==> config.mk <==
export PLATFORM = sky130hd
export DESIGN_NAME = spi_master_param
export DESIGN_NICKNAME = d
export VERILOG_FILES = /design/src/rtl/spi_master_param.sv
export SDC_FILE = /design/constraint.sdc
export NUM_CORES = 1
export LEC_CHECK = 0
export ABC_AREA = 0
export ABC_CLOCK_PERIOD_IN_PS = 2700
export CAP_MARGIN = 20
export CORE_MARGIN = 2
export CORE_UTILIZATION = 40
export DETAILED_ROUTE_END_ITERATION = 8
export SYNTH_ARGS = -nofsm -noshare
export SYNTH_HDL_FRONTEND = slang
export SYNTH_SLANG_ARGS = --single-unit
==> constraint.sdc <==
create_clock -name sclk -period 2.7 [get_ports sclk]
set_input_delay 0.81 -clock sclk [delete_from_list [all_inputs] [get_ports sclk]]
set_output_delay 0.81 -clock sclk [all_outputs]
set_load 0.05 [all_outputs]
==> src/rtl/spi_master_param.sv <==
// Parametrised SPI master: all four SPI modes, DATA_W-bit words, NUM_CS active-low selects,
// spi_clk half-period of CLK_DIV sclk cycles. Start/busy/done host handshake.
// Optional receive path: define SPI_MASTER_RX_EN for full duplex; otherwise rx_data is 0.
module spi_master_param #(
  parameter int unsigned DATA_W  = 8,
  parameter int unsigned NUM_CS  = 3,
  parameter int unsigned CLK_DIV = 2,
  localparam int unsigned CSW    = (NUM_CS > 1) ? $clog2(NUM_CS) : 1
) (
  input  logic              sclk,
  input  logic              reset,
  input  logic              start,
  input  logic [CSW-1:0]    cs_sel,
  input  logic [1:0]        mode,
  input  logic              lsb_first,
  input  logic [DATA_W-1:0] tx_data,
  output logic [DATA_W-1:0] rx_data,
  output logic              busy,
  output logic              done,
  output logic              spi_clk,
  output logic              mosi,
  input  logic              miso,
  output logic [NUM_CS-1:0] cs_n
);

  localparam int unsigned DivW  = (CLK_DIV > 1) ? $clog2(CLK_DIV) : 1;
  localparam int unsigned EdgeW = $clog2(2 * DATA_W + 1);
  localparam logic [DivW-1:0]  DivLast  = DivW'(CLK_DIV - 1);
  localparam logic [EdgeW-1:0] EdgeLast = EdgeW'(2 * DATA_W);

  typedef enum logic [1:0] {StIdle, StLead, StXfer, StTrail} state_e;

  state_e              state_q, state_d;
  logic [DivW-1:0]     div_q, div_d;
  logic [EdgeW-1:0]    edge_q, edge_d;
  logic                spi_clk_q, spi_clk_d;
  logic                mosi_q, mosi_d;
  logic [NUM_CS-1:0]   cs_n_q, cs_n_d;
  logic                busy_q, busy_d;
  logic                done_q, done_d;
  logic [DATA_W-1:0]   tx_sh_q, tx_sh_d;
  logic                cpol_q, cpol_d;
  logic                cpha_q, cpha_d;
  logic                lsb_q, lsb_d;

  logic                cs_valid;
  logic [NUM_CS-1:0]   cs_dec;
  logic                accept;
  logic                finish;
  logic                div_wrap;
  logic [EdgeW-1:0]    edge_num;
  logic                last_edge;
  logic                tog;
  logic                adv;

  // Bit presented first for a given order.
  function automatic logic first_bit(input logic [DATA_W-1:0] w, input logic lsb);
    return lsb ? w[0] : w[DATA_W-1];
  endfunction

  // Drop the bit just presented so the next one sits at the output end.
  function automatic logic [DATA_W-1:0] shift_out(input logic [DATA_W-1:0] w, input logic lsb);
    return lsb ? {1'b0, w[DATA_W-1:1]} : {w[DATA_W-2:0], 1'b0};
  endfunction

  // Decode of the request, divider wrap and edge classification.
  always_comb begin
    cs_valid  = (32'(cs_sel) < NUM_CS);
    cs_dec    = NUM_CS'(1) << cs_sel;
    accept    = (state_q == StIdle) && start && cs_valid;
    div_wrap  = (div_q == DivLast);
    finish    = (state_q == StTrail) && div_wrap;
    edge_num  = edge_q + 1'b1;
    last_edge = (edge_num == EdgeLast);
    // LEAD's wrap is edge 1; each XFER wrap is the next edge.
    tog       = div_wrap && ((state_q == StLead) || (state_q == StXfer));
    // CPHA=1 shifts on odd edges; CPHA=0 on even edges except the final one.
    adv       = tog && (cpha_q ? edge_num[0] : (!edge_num[0] && !last_edge));
  end

  // Next-state and datapath update for the transfer sequencer.
  always_comb begin
    state_d   = state_q;
    div_d     = div_q;
    edge_d    = edge_q;
    spi_clk_d = spi_clk_q;
    mosi_d    = mosi_q;
    cs_n_d    = cs_n_q;
    busy_d    = busy_q;
    done_d    = 1'b0;
    tx_sh_d   = tx_sh_q;
    cpol_d    = cpol_q;
    cpha_d    = cpha_q;
    lsb_d     = lsb_q;
    unique case (state_q)
      StIdle: begin
        if (accept) begin
          state_d   = StLead;
          div_d     = '0;
          edge_d    = '0;
          cpol_d    = mode[1];
          cpha_d    = mode[0];
          lsb_d     = lsb_first;
          spi_clk_d = mode[1];
          cs_n_d    = ~cs_dec;
          busy_d    = 1'b1;
          if (!mode[0]) begin
            // CPHA=0: first bit must be on the line before the first (sampling) edge.
            mosi_d  = first_bit(tx_data, lsb_first);
            tx_sh_d = shift_out(tx_data, lsb_first);
          end else begin
            tx_sh_d = tx_data;
          end
        end
      end
      StLead, StXfer: begin
        div_d = div_wrap ? '0 : div_q + 1'b1;
        if (div_wrap) begin
          spi_clk_d = ~spi_clk_q;
          edge_d    = edge_num;
          if (state_q == StLead) begin
            state_d = StXfer;
          end else if (last_edge) begin
            state_d = StTrail;
          end
        end
        if (adv) begin
          mosi_d  = first_bit(tx_sh_q, lsb_q);
          tx_sh_d = shift_out(tx_sh_q, lsb_q);
        end
      end
      StTrail: begin
        div_d = div_wrap ? '0 : div_q + 1'b1;
        if (finish) begin
          state_d = StIdle;
          cs_n_d  = '1;
          busy_d  = 1'b0;
          done_d  = 1'b1;
        end
      end
      default: state_d = StIdle;
    endcase
  end

  // Sequencer and output registers.
  always_ff @(posedge sclk or posedge reset) begin
    if (reset) begin
      state_q   <= StIdle;
      div_q     <= '0;
      edge_q    <= '0;
      spi_clk_q <= 1'b0;
      mosi_q    <= 1'b0;
      cs_n_q    <= '1;
      busy_q    <= 1'b0;
      done_q    <= 1'b0;
      tx_sh_q   <= '0;
      cpol_q    <= 1'b0;
      cpha_q    <= 1'b0;
      lsb_q     <= 1'b0;
    end else begin
      state_q   <= state_d;
      div_q     <= div_d;
      edge_q    <= edge_d;
      spi_clk_q <= spi_clk_d;
      mosi_q    <= mosi_d;
      cs_n_q    <= cs_n_d;
      busy_q    <= busy_d;
      done_q    <= done_d;
      tx_sh_q   <= tx_sh_d;
      cpol_q    <= cpol_d;
      cpha_q    <= cpha_d;
      lsb_q     <= lsb_d;
    end
  end

`ifdef SPI_MASTER_RX_EN
  logic              smp;
  logic [DATA_W-1:0] rx_sh_q, rx_sh_d;
  logic [DATA_W-1:0] rx_data_q, rx_data_d;

  // Receive shift: sample on the edges opposite to the shift edges, in transmit bit order.
  always_comb begin
    smp       = tog && (cpha_q ? !edge_num[0] : edge_num[0]);
    rx_sh_d   = rx_sh_q;
    rx_data_d = rx_data_q;
    if (accept) begin
      rx_sh_d = '0;
    end else if (smp) begin
      rx_sh_d = lsb_q ? {miso, rx_sh_q[DATA_W-1:1]} : {rx_sh_q[DATA_W-2:0], miso};
    end
    if (finish) begin
      rx_data_d = rx_sh_q;
    end
  end

  // Receive registers; a reset discards any partial word.
  always_ff @(posedge sclk or posedge reset) begin
    if (reset) begin
      rx_sh_q   <= '0;
      rx_data_q <= '0;
    end else begin
      rx_sh_q   <= rx_sh_d;
      rx_data_q <= rx_data_d;
    end
  end

  assign rx_data = rx_data_q;
`else
  logic unused_miso;
  assign unused_miso = miso;
  assign rx_data     = '0;
`endif

  assign spi_clk = spi_clk_q;
  assign mosi    = mosi_q;
  assign cs_n    = cs_n_q;
  assign busy    = busy_q;
  assign done    = done_q;

endmodule

* Word level (Yosys, flattened, before mapping)
Cells that the tools add are included.
** Cells by class
- Muxes and demuxes :: 36
- Equality and inequality tests :: 10
- Reduce and logical (&&, ||, !) cells :: 20
- Magnitude comparators :: 1
- Add/sub/neg operators :: 2
- Bitwise gates (word level) :: 2
- Shifts and indexed selects :: 1
** Operators with widths (count)
- 8-bit 2-to-1 mux :: 5
- 8-bit one-hot mux with 2 select lines :: 1
- 1-bit 2-to-1 mux :: 14
- 2-bit 2-to-1 mux :: 5
- 5-bit 2-to-1 mux :: 2
- 2-bit inequality test (second input constant) :: 5
- 5-bit one-hot mux with 2 select lines :: 1
- 3-bit AND reduction :: 3
- 1-bit one-hot mux with 2 select lines :: 4
- 4-bit AND reduction :: 2
- 1-bit logical AND :: 6
- 3-bit 2-to-1 mux :: 2
- 2-bit one-hot mux with 3 select lines :: 1
- 3-bit one-hot mux with 2 select lines :: 1
- 5-bit by 1-bit adder with 5-bit output (second input constant) :: 1
- 5-bit == test (second input constant) :: 1
- 2-bit == test (second input constant) :: 2
- 2-bit nonzero test :: 2
- 3-bit inequality test (second input constant) :: 1
- 3-bit inverter :: 1
- 3-bit OR reduction :: 1
- 1-bit by 2-bit left shift with 3-bit output (first input constant) :: 1
- 2-bit by 1-bit == test with 1-bit output (second input constant) :: 1
- 1-bit zero test :: 2
- 7 further kinds :: 7
** Storage, ports and cells
- Flip-flop bits (word level) :: 25
- Bits of input ports :: 17
- Output and inout bits :: 15

* Longest topological paths before layout
- Depth in word-level cells :: 8
- Gate-level depth with buffers :: 8
- Gate-level depth less buffers :: 6

* Worst setup path after synthesis
Ideal clock, no wire load.
- Kind :: input to register
- From :: input port start
- To :: register tx_sh_q[0]
- Library setup time :: 0.125 ns
- Stages :: 7
- Required time :: 2.575 ns
- Setup slack :: 0.630 ns
- Data arrival time :: 1.945 ns
- Cells stage by stage :: a21boi_2 nor2b_2 a21o_1 buf_6 a31o_1 buf_6 mux2_4
** On the way
- Cells in the longest elaborated chain, start to end :: 4
** RTL lines
- start: declaration :: RTL line 12 : input logic start,
- 1-bit logical AND (2 in a row) :: RTL line 70 : accept = (state_q == StIdle) && start && cs_valid;
- 2-bit inequality test (no source line)
- 3-bit AND reduction (no source line)
- end signal: assignment :: RTL line 169 : tx_sh_q <= tx_sh_d;
- end: declaration :: RTL line 41 : logic [DATA_W-1:0] tx_sh_q, tx_sh_d;
No other way between the ends.
A chain may end at the register's enable or synchronous reset.

* Worst setup path after layout
- From :: register cs_n_q[1] (netlist: cs_n[1])
- To :: output port cs_n[1]
** RTL lines
- start: declaration :: RTL line 38 : logic [NUM_CS-1:0] cs_n_q, cs_n_d;
- start signal: assignment :: RTL line 166 : cs_n_q <= cs_n_d;
- end: declaration :: RTL line 23 : output logic [NUM_CS-1:0] cs_n
No word-level cell between the ends.

==> flow_summary.toml <==
[outcome]
status = "finished, final reports clean"

[clock_tree]
ctsResizeCount = 0
htree_levels = 1
cts_tree = "built"
cts_hold_buf = 0
root_buffer = "clkbuf_8"
clk_latency_ns = 0.26
cts.sinks = 25
clk_path_buf_depth = 2
clk_pin_slew_worst_paths_ns = 0.09
cts_inserted_buffers = 3
cts_setup_buffers = 0

[power_and_ir_drop]
power_frac_seq_pct = 31.1
p_int_w = 0.00133
vdd_drop_max_mv = 0.645
power.density_nw_per_um2 = 1200
comb_power_share_pct = 59.3
p_clk_share_pct = 9.6
switchingPower_w = 0.00100
switching_share_pct = 43.0
p_leak_nw = 0.872

[place]
place.gp.congestion = 0.814
portBuffers = 22
place_inst = 241
hpwl_um = 2340

[critical_path]
crit_family = "buffers and inverters"
crit_buf_inv = 1
slowest_delay_ns = 0.79
end_kind = "output pin"
critPathLaunchType = "flip-flop"
crit_path_max_fanout = 2
cp-startpoint = "cs_n[1]"
rr_startpoint = "state_q[0]"
crit_chain = "clkdlybuf4s50_1"
required_ns = 1.89
crit_type = "flip-flop to output pin"
critical_path_arrival_ns = 1.60
slowest_stage = "clkdlybuf4s50_1"

[grt]
antenna_found_initial = 0
grt_use_total_pct = 15.3
grt_pass1_wl_um = 5440
grt_max_degree = 26
overflow = 0
grt_pass1_vias = 1226

[floorplanning]
die_x_um = 68.2
rows = 23
io_pins = 32
core_area_um2 = 3970
die_h_um = 68.2
dieArea_um2 = 4650
start_util_pct = 41.5

[final_layout]
final_nets = 218
nFillCells = 366
n_antenna_cell = 0
layout_common_cells = "dfrtp_1 (22), clkdlybuf4s50_1 (22), nor2_1 (17), mux2i_1 (15)"
syn_to_final_growth_pct = 18.0
drive_above_1_share_pct = 13.8
final_cells = 245
fin_util_pct = 48.9

[synthesis]
avgSynthCellArea_um2 = 9.57
ys.flop_type = "dfrtp_1"
netlist_area_um2 = 1650
ys_seq_area_share_pct = 38.2
yosysWarningCount = 0
synth-seq-cells = 25
async_flop_share_pct = 100
synthCells = 172
synth-edff-count = 0
yosysUniqueCellTypes = 39

[detailed_routing]
routed_wl_um = 3080
drc = 0
viasPerCell = 5.11
drtAntennaViolNets = 0
drtIter0Drc = 50
vias = 1251
first_pass_iters = 4
detail_route.wl_per_cell_um = 12.6

[hold_path]
hold_path.class = "flip-flop to flip-flop"
hp-start = "cs_n[0]"

[timing]
rsz0062_at_grt = "no"
setup_tns_ns = 0
clock.fmax_mhz = 416
tightest_slew_ns = 0.514
slew_viol_final = 0
skew_ns = 0.00246
final.period_utilization_pct = 89.1
hold_viol = 0
final-setup-viol-count = 0
timing.final.crit_period_ns = 2.41
maxSlewHeadroom_pct = 65.8

[job]
drv_cap = 0
==> layer usage <==
metal	wire length [um]	up-vias	track usage, %
met5	0	-	0
met4	29	0	5.25
met3	125	2	1.64
met2	1440	26	26.1
met1	1480	591	20.0
li1	-	632	-
==> kinds of logic after synthesis <==
group                      after synthesis  synth area share (%)
xor gates and xnor gates                 2                  1.06
and+or+nand+nor                         47                  13.3
muxes                                   27                  19.1
adders and majority gates                5                  3.80
AOI/OAI and AO/OA                       42                  16.2
other                                    1                 0.228
buffers and inverters                   23                  8.05
DFF                                     25                  38.2
==> registers in the layout, summed over array words and instances, names as in the netlist <==
signal   flops
mosi         1
cs_n         3
state_q      2
busy         1
lsb_q        1
done         1
div_q        1
edge_q       5
tx_sh_q      8
cpha_q       1
spi_clk      1
==> synthesized netlist by cell type (all sizes together), types with 2 or more instances <==
master | count | area [um2]
nand2 | 12 | 45.0
and2 | 3 | 18.8
mux2 | 12 | 165
o21ai | 10 | 50.0
nor2 | 17 | 63.8
inv | 6 | 22.5
dfstp | 3 | 78.8
dfrtp | 22 | 551
a31o | 2 | 17.5
ha | 5 | 62.6
a21o | 2 | 15.0
o22ai | 2 | 12.5
mux2i | 15 | 150
a211oi | 7 | 52.6
buf | 12 | 91.3
nor3 | 2 | 10.0
a21oi | 12 | 60.1
nand3 | 3 | 15.0
xor2 | 2 | 17.5
nor2b | 6 | 40.0
nand2b | 3 | 18.8
clkbuf | 5 | 18.8
==> power groups by stage <==
stage	sequential [W]	combinational (W)	clock (W)
floorplan	0.000836	0.00100	0
global placement	0.000721	0.00136	0
detailed placement	0.000733	0.00139	0
CTS	0.000728	0.00140	0.000234
global route	0.000752	0.00154	0.000245
finish	0.000724	0.00138	0.000223
==> stage by stage <==
stage / hold WS, ns / power (W) / instance area [um2] / setup WS (ns)
5_1_grt: 0.519 / 0.00253 / 1940 / 0.229
6_report: 0.508 / 0.00233 / 1940 / 0.295
2_1_floorplan: 0.465 / 0.00184 / 1670 / 0.630
4_1_cts: 0.509 / 0.00236 / 1940 / 0.279
3_3_place_gp: 0.481 / 0.00208 / 1900 / 0.0970
3_5_place_dp: 0.493 / 0.00213 / 1900 / 0.0580
==> cell type report <==
cell class              instances  area, um2  share of cell area, %
inverters                       6       22.5                   1.16
repair buffers                 29        273                   14.0
flip-flops and latches         25        629                   32.4
multi-input cells             131        911                   46.9
well taps                      50       62.6                   3.22
clock buffers                   4       45.0                   2.32
==> path summary, 6_finish.rpt <==
kind	slack, ns	cells past startpoint	end
setup / recovery	0.29	1	cs_n[1]
min in group asynchronous	0.88	3	tx_sh_q[3]
setup reg to reg	0.57	5	tx_sh_q[7]
hold / removal	0.51	2	cs_n[0]
max in group asynchronous	1.52	3	cs_n[0]
hold reg to reg	0.51	2	cs_n[0]
Power figures use the tool's default switching activity.
